[src/rtl/alu_issue_ctrl.sv]
`default_nettype none
// ============================================================================
// Module   : alu_issue_ctrl
// Brief    : Initiator side of the ALU operand/control interface. Accepts one
//            decoded RV32 instruction per valid/ready transfer, drives
//            registered operands and ALU control to the ALU, samples the ALU's
//            registered result one cycle later and returns result, branch
//            decision and branch target through a valid/ready response port.
// Revision : 1.0 - initial release
// ============================================================================
module alu_issue_ctrl #(
    parameter int DATA_WIDTH = 32
) (
    input  logic                  clk,
    input  logic                  rst,
    // instruction request
    input  logic                  req_valid,
    output logic                  req_ready,
    input  logic [6:0]            req_opcode,
    input  logic [2:0]            req_funct3,
    input  logic                  req_funct7b5,
    input  logic [DATA_WIDTH-1:0] req_rs1,
    input  logic [DATA_WIDTH-1:0] req_rs2,
    input  logic [DATA_WIDTH-1:0] req_imm,
    input  logic [DATA_WIDTH-1:0] req_pc,
    // ALU interface
    output logic [DATA_WIDTH-1:0] alu_a,
    output logic [DATA_WIDTH-1:0] alu_b,
    output logic [1:0]            alu_ctrl,
    input  logic [DATA_WIDTH-1:0] alu_result,
    input  logic                  alu_zero,
    // response
    output logic                  rsp_valid,
    input  logic                  rsp_ready,
    output logic [DATA_WIDTH-1:0] rsp_result,
    output logic                  rsp_taken,
    output logic [DATA_WIDTH-1:0] rsp_target,
    output logic                  rsp_illegal
);

    // ALU operation encoding shared with the ALU
    localparam logic [1:0] c_ALU_AND = 2'd0;
    localparam logic [1:0] c_ALU_OR  = 2'd1;
    localparam logic [1:0] c_ALU_ADD = 2'd2;
    localparam logic [1:0] c_ALU_SUB = 2'd3;

    // Controller states
    localparam logic [1:0] c_ST_IDLE = 2'd0;
    localparam logic [1:0] c_ST_EXEC = 2'd1;
    localparam logic [1:0] c_ST_CAPT = 2'd2;
    localparam logic [1:0] c_ST_RESP = 2'd3;

    // RV32 opcodes handled here
    localparam logic [6:0] c_OP_R      = 7'b0110011;
    localparam logic [6:0] c_OP_I      = 7'b0010011;
    localparam logic [6:0] c_OP_LOAD   = 7'b0000011;
    localparam logic [6:0] c_OP_STORE  = 7'b0100011;
    localparam logic [6:0] c_OP_BRANCH = 7'b1100011;

    logic [1:0]            r_state;
    logic [DATA_WIDTH-1:0] r_target;
    logic                  r_is_branch;
    logic                  r_is_bne;

    logic                  w_legal;
    logic [1:0]            w_ctrl;
    logic                  w_use_imm;
    logic                  w_branch;
    logic                  w_bne;
    logic [DATA_WIDTH-1:0] w_operand_b;
    logic [DATA_WIDTH-1:0] w_target;

    // Requests are only taken while idle; response and ALU phases block intake
    assign req_ready   = (r_state == c_ST_IDLE);
    assign w_operand_b = w_use_imm ? req_imm : req_rs2;
    assign w_target    = req_pc + req_imm;

    // Decode opcode/funct fields into an ALU operation and operand selection
    always_comb begin
        w_legal   = 1'b0;
        w_ctrl    = c_ALU_ADD;
        w_use_imm = 1'b0;
        w_branch  = 1'b0;
        w_bne     = 1'b0;
        case (req_opcode)
            c_OP_R: begin
                case (req_funct3)
                    3'b000: begin
                        w_legal = 1'b1;
                        w_ctrl  = req_funct7b5 ? c_ALU_SUB : c_ALU_ADD;
                    end
                    3'b111: begin
                        w_legal = 1'b1;
                        w_ctrl  = c_ALU_AND;
                    end
                    3'b110: begin
                        w_legal = 1'b1;
                        w_ctrl  = c_ALU_OR;
                    end
                    default: w_legal = 1'b0;
                endcase
            end
            c_OP_I: begin
                // funct7 bit 5 carries immediate bits here and is ignored
                w_use_imm = 1'b1;
                case (req_funct3)
                    3'b000: begin
                        w_legal = 1'b1;
                        w_ctrl  = c_ALU_ADD;
                    end
                    3'b111: begin
                        w_legal = 1'b1;
                        w_ctrl  = c_ALU_AND;
                    end
                    3'b110: begin
                        w_legal = 1'b1;
                        w_ctrl  = c_ALU_OR;
                    end
                    default: w_legal = 1'b0;
                endcase
            end
            c_OP_LOAD, c_OP_STORE: begin
                // address generation: rs1 + offset
                w_legal   = 1'b1;
                w_ctrl    = c_ALU_ADD;
                w_use_imm = 1'b1;
            end
            c_OP_BRANCH: begin
                // compare by subtraction; the ALU zero flag gives equality
                w_ctrl   = c_ALU_SUB;
                w_branch = 1'b1;
                case (req_funct3)
                    3'b000:  w_legal = 1'b1;
                    3'b001: begin
                        w_legal = 1'b1;
                        w_bne   = 1'b1;
                    end
                    default: w_legal = 1'b0;
                endcase
            end
            default: w_legal = 1'b0;
        endcase
    end

    // Issue/capture/respond sequencer with registered ALU and response outputs
    always_ff @(posedge clk or posedge rst) begin
        if (rst) begin
            r_state     <= c_ST_IDLE;
            r_target    <= '0;
            r_is_branch <= 1'b0;
            r_is_bne    <= 1'b0;
            alu_a       <= '0;
            alu_b       <= '0;
            alu_ctrl    <= c_ALU_ADD;
            rsp_valid   <= 1'b0;
            rsp_result  <= '0;
            rsp_taken   <= 1'b0;
            rsp_target  <= '0;
            rsp_illegal <= 1'b0;
        end else begin
            case (r_state)
                c_ST_IDLE: begin
                    if (req_valid) begin
                        if (w_legal) begin
                            alu_a       <= req_rs1;
                            alu_b       <= w_operand_b;
                            alu_ctrl    <= w_ctrl;
                            r_target    <= w_target;
                            r_is_branch <= w_branch;
                            r_is_bne    <= w_bne;
                            rsp_illegal <= 1'b0;
                            r_state     <= c_ST_EXEC;
                        end else begin
                            // illegal encodings bypass the ALU entirely
                            rsp_illegal <= 1'b1;
                            rsp_result  <= '0;
                            rsp_taken   <= 1'b0;
                            rsp_target  <= '0;
                            rsp_valid   <= 1'b1;
                            r_state     <= c_ST_RESP;
                        end
                    end
                end
                c_ST_EXEC: begin
                    // ALU registers the operands at the end of this cycle
                    r_state <= c_ST_CAPT;
                end
                c_ST_CAPT: begin
                    rsp_result <= alu_result;
                    if (r_is_branch) begin
                        rsp_taken  <= r_is_bne ? ~alu_zero : alu_zero;
                        rsp_target <= r_target;
                    end else begin
                        rsp_taken  <= 1'b0;
                        rsp_target <= '0;
                    end
                    rsp_valid <= 1'b1;
                    r_state   <= c_ST_RESP;
                end
                c_ST_RESP: begin
                    if (rsp_ready) begin
                        rsp_valid <= 1'b0;
                        r_state   <= c_ST_IDLE;
                    end
                end
                default: r_state <= c_ST_IDLE;
            endcase
        end
    end

endmodule
`default_nettype wire
[config.mk]
export PLATFORM = sky130hd
export DESIGN_NAME = alu_issue_ctrl
export DESIGN_NICKNAME = d
export VERILOG_FILES = /design/src/rtl/alu_issue_ctrl.sv
export SDC_FILE = /design/constraint.sdc
export NUM_CORES = 1
export LEC_CHECK = 0
export CAP_MARGIN = 40
export CORE_ASPECT_RATIO = 1.4
export CORE_MARGIN = 8
export CORE_UTILIZATION = 46
export DETAILED_ROUTE_END_ITERATION = 8
export GPL_TIMING_DRIVEN = 0
export PLACE_DENSITY = 0.91
export RECOVER_POWER = 25
export SYNTH_ARGS = -nofsm -noshare
export SYNTH_HDL_FRONTEND = slang
export SYNTH_SLANG_ARGS = --single-unit
[constraint.sdc]
create_clock -name clk -period 6.26 [get_ports clk]
set_input_delay 1.252 -clock clk [delete_from_list [all_inputs] [get_ports clk]]
set_output_delay 1.252 -clock clk [all_outputs]
set_load 0.05 [all_outputs]
==> summary.txt <==
Synthesis
  • Post-Synthesis Cell Area: 0.00872 mm2
  • Average cell area after synthesis: 8.68 um2
  • Synth Register Bits: 169
  • Synth async-reset ratio: 100%
  • Synthesized netlist net count: 1216
  • Most area-consuming cells after synthesis: sky130_fd_sc_hd__dfrtp_1 48%, sky130_fd_sc_hd__nand2_1 14%, sky130_fd_sc_hd__o21ai_0 8.2%
  • Synth top cells by count: 331 x sky130_fd_sc_hd__nand2_1, 168 x sky130_fd_sc_hd__dfrtp_1, 143 x sky130_fd_sc_hd__o21ai_0
  • Main flop type after synthesis: sky130_fd_sc_hd__dfrtp_1
  • Count leader, synth: sky130_fd_sc_hd__nand2_1
  • Distinct cells, synth: 60
  • Number of synthesized flops with an enable pin: 0
  • Cell taking the most area after synthesis: sky130_fd_sc_hd__dfrtp_1
  • Seq/Total Area, Yosys: 48.5%
  • Synth top area share: 48.2%
  • Cells after synthesis: 1004
  • Count of synthesis-stage warnings from yosys: 0

Route
  • Number of detailed-route iterations in the first pass: 5
  • Drt initial violations: 432
  • Routed wirelength normalized by instance count: 17.9 um
  • Final antenna-violating net count: 0
  • DRC viols: 0
  • Routed WL: 28.4 mm
  • Via density per instance: 5.35
  • Routed vias: 8514

Global route
  • Maximum number of pins on one net before global-route repair: 119
  • Initial antenna violation count: 0
  • Global route total overflow: 0
  • First-pass GRT wire length: 44.9 mm
  • Via count of the first global-routing pass: 8984
  • Total global-route track usage: 23.6%

STA
  • Endpoints failing hold: 0
  • Unrepaired setup endpoints after global routing: no
  • Final critical path time including I/O delays and setup: 3.72 ns
  • Tightest hold margin: 0.467 ns
  • Slew at the pin closest to its max-slew limit: 2.38 ns
  • Highest clock rate: 269 MHz
  • Slew Limit Fails: 52
  • Fin worst setup slack: 2.54 ns
  • Clock tree skew after final layout: 0.00906 ns
  • Final setup viols: 0
  • Remaining max-slew budget at the tightest pin: -59.7%
  • Final cycle utilization of the critical path: 59.4%

Floorplan
  • Number of core rows: 59
  • Die area: 0.0237 mm2
  • Area of the core: 0.0186 mm2
  • Initial Util: 46.9%
  • Ports: 310
  • Die Height: 179 um
  • Width of the chip: 132 um

Worst setup path
  • Slowest cell on the critical path: sky130_fd_sc_hd__clkdlybuf4s50_1
  • Critical path capture point type: register
  • Crit path largest cell delay: 0.44 ns
  • WP data arrival: 4.03 ns
  • Peak fanout along the critical path: 4
  • Cell chain of the critical path: clkdlybuf4s50_1 > ha_1 > fa_1 > a21oi_1 > o221ai_1 > a211oi_2 > o21bai_1 > a311oi_1 > xor2_1 > o21ai_1
  • Launching element type of the critical path: primary input
  • Required time of the critical path: 6.57 ns
  • Startpoint-to-endpoint class of the critical path: in2reg

CTS
  • Setup bufs post-CTS: 0
  • TritonCTS clock tree: built
  • Post-cts gate resize count: 0
  • Clock tree root driver cell: sky130_fd_sc_hd__clkbuf_16
  • Cts-stage hold buffer count: 0
  • Number of H-tree levels: 4
  • Total number of clock tree sinks: 169
  • Clock slew seen by the registers of the worst setup and hold paths: 0.07 ns
  • Number of buffers created by CTS: 17
  • Longest Clk Path Bufs: 2
  • Clock insertion delay at the later pin of the skew report: 0.43 ns

Layout
  • Synthesis-to-layout area growth: 46.2%
  • Proportion of layout cells with a drive suffix above 1: 5.35%
  • Final #Nets: 1546
  • Number of antenna diodes: 0
  • Final instance area: 0.0127 mm2
  • Number of standard cells in the layout, taps in and fillers out: 1591

Placement
  • Pre-CTS setup slack: 2.10 ns
  • Total placed cells including tap cells: 1559
  • Last weighted congestion value of the routability-driven placer: 0.907
  • Half-perimeter wire length after detailed placement: 23.2 mm
  • Count of input and output buffers: 309
  • DP Area: 0.0122 mm2

Hold path
  • Worst min path class: reg2reg

Pwr
  • Power per standard cell area: 343 mW/mm2
  • Static leakage: 0.00552 uW
  • Worst voltage drop across the vdd grid: 0.000186 V
  • Total power: 4370 uW

Flow run
  • Number of maximum-capacitance violations: 1

Status
  • Failing checks: max-capacitance violations, max-slew violations
  • Result of the run: finished with violations
-- power breakdown --
part / internal, uW / total [uW] / switching, uW / leakage (uW)
combinational: 625 / 1880 / 1250 / 0.00293
clock: 576 / 1050 / 477 / 0.000290
sequential: 1320 / 1440 / 124 / 0.00230
-- critical path: cells and delay by family --
kind	cells	cell delay [ns]
fa+ha+maj	2	0.65
xor+xnor	1	0.21
buf+inv	1	0.44
compound gates	6	1.48
-- registers in the layout, summed over array words and instances, names as in the netlist --
signal / flops
alu_a: 32
rsp_illegal: 1
rsp_taken: 1
alu_b: 32
rsp_target: 32
r_is_bne: 1
r_is_branch: 1
rsp_result: 32
r_target: 32
alu_ctrl: 2
rsp_valid: 1
r_state: 2
-- cell usage in the layout, fill, tap and decap left out, types with 3 or more instances in the layout --
cell	n
sky130_fd_sc_hd__clkdlybuf4s50_1	307
sky130_fd_sc_hd__and2_1	3
sky130_fd_sc_hd__xor2_1	11
sky130_fd_sc_hd__o211ai_1	4
sky130_fd_sc_hd__dfrtp_1	168
sky130_fd_sc_hd__ha_1	35
sky130_fd_sc_hd__a31oi_1	6
sky130_fd_sc_hd__nand2b_1	5
sky130_fd_sc_hd__and3_1	4
sky130_fd_sc_hd__nor2_1	23
sky130_fd_sc_hd__clkbuf_2	3
sky130_fd_sc_hd__o21bai_1	5
sky130_fd_sc_hd__a21o_1	6
sky130_fd_sc_hd__inv_1	14
sky130_fd_sc_hd__buf_2	20
sky130_fd_sc_hd__clkbuf_16	17
sky130_fd_sc_hd__nor3_1	12
sky130_fd_sc_hd__buf_4	3
sky130_fd_sc_hd__nand3_2	3
sky130_fd_sc_hd__clkbuf_1	38
sky130_fd_sc_hd__nand2_1	331
sky130_fd_sc_hd__a211oi_1	6
sky130_fd_sc_hd__a211o_1	6
sky130_fd_sc_hd__inv_6	7
sky130_fd_sc_hd__o22ai_1	3
sky130_fd_sc_hd__xnor2_1	17
sky130_fd_sc_hd__mux2i_1	34
sky130_fd_sc_hd__a21oi_1	43
sky130_fd_sc_hd__o21ai_0	143
sky130_fd_sc_hd__o31ai_1	3
sky130_fd_sc_hd__nand3_1	8
sky130_fd_sc_hd__nand4_1	10
-- cell families (layout without fill, tap and decap cells) --
| logic type | count (synthesis) | in the layout | synth area share [%] |
|---|---|---|---|
| XOR/XNOR | 28 | 28 | 2.81 |
| AO/OA/AOI/OAI | 248 | 248 | 16.4 |
| multiplexers | 34 | 34 | 3.90 |
| buffers and inverters | 80 | 423 | 3.95 |
| AND/OR/NAND/NOR | 409 | 409 | 19.2 |
| adder cells (fa/ha/maj) | 36 | 36 | 5.25 |
| flip-flops | 169 | 169 | 48.5 |
-- final timing paths --
| path | to | startpoint | slack [ns] | depth (start not counted) |
|---|---|---|---|---|
| setup / recovery | r_target[20] | req_imm[0] | 2.54 | 10 |
| hold / removal | alu_ctrl[1] | alu_ctrl[1] | 0.47 | 2 |
| setup reg to reg | r_target[22] | r_state[1] | 3.73 | 9 |
| hold reg to reg | alu_ctrl[1] | alu_ctrl[1] | 0.47 | 2 |
| max in group asynchronous | rsp_target[12] | rst | 3.03 | 3 |
| min in group asynchronous | rsp_result[12] | rst | 1.92 | 2 |
-- stage by stage --
| stage | TNS (ns) | utilization (%) |
|---|---|---|
| 6_report | 0 | 68.5 |
| 5_1_grt | 0 | 68.5 |
| 4_1_cts | 0 | 68.5 |
| 3_5_place_dp | 0 | 65.4 |
| 3_3_place_gp | -282.30 | 65.1 |
| 2_1_floorplan | 0 | - |
-- layout make-up --
type                       count  area [um2]
multi-input combinational    755        4140
buffer                        65         288
fill                        1540        5860
sequential                   169        4230
tap                          244         305
clock inverter                14         151
inverter                      15        57.6
timing repair buffer         311        3130
clock buffer                  18         439
-- metal layers --
layer	global-route usage [%]	share of wire, %	vias to the layer above
li1	-	-	4093
met2	43.3	51	319
met1	24.7	37	4023
met4	11.9	4.7	0
met3	5.92	6.4	79
met5	0	0	-
Note: power is estimated with default switching activity, not from simulation.
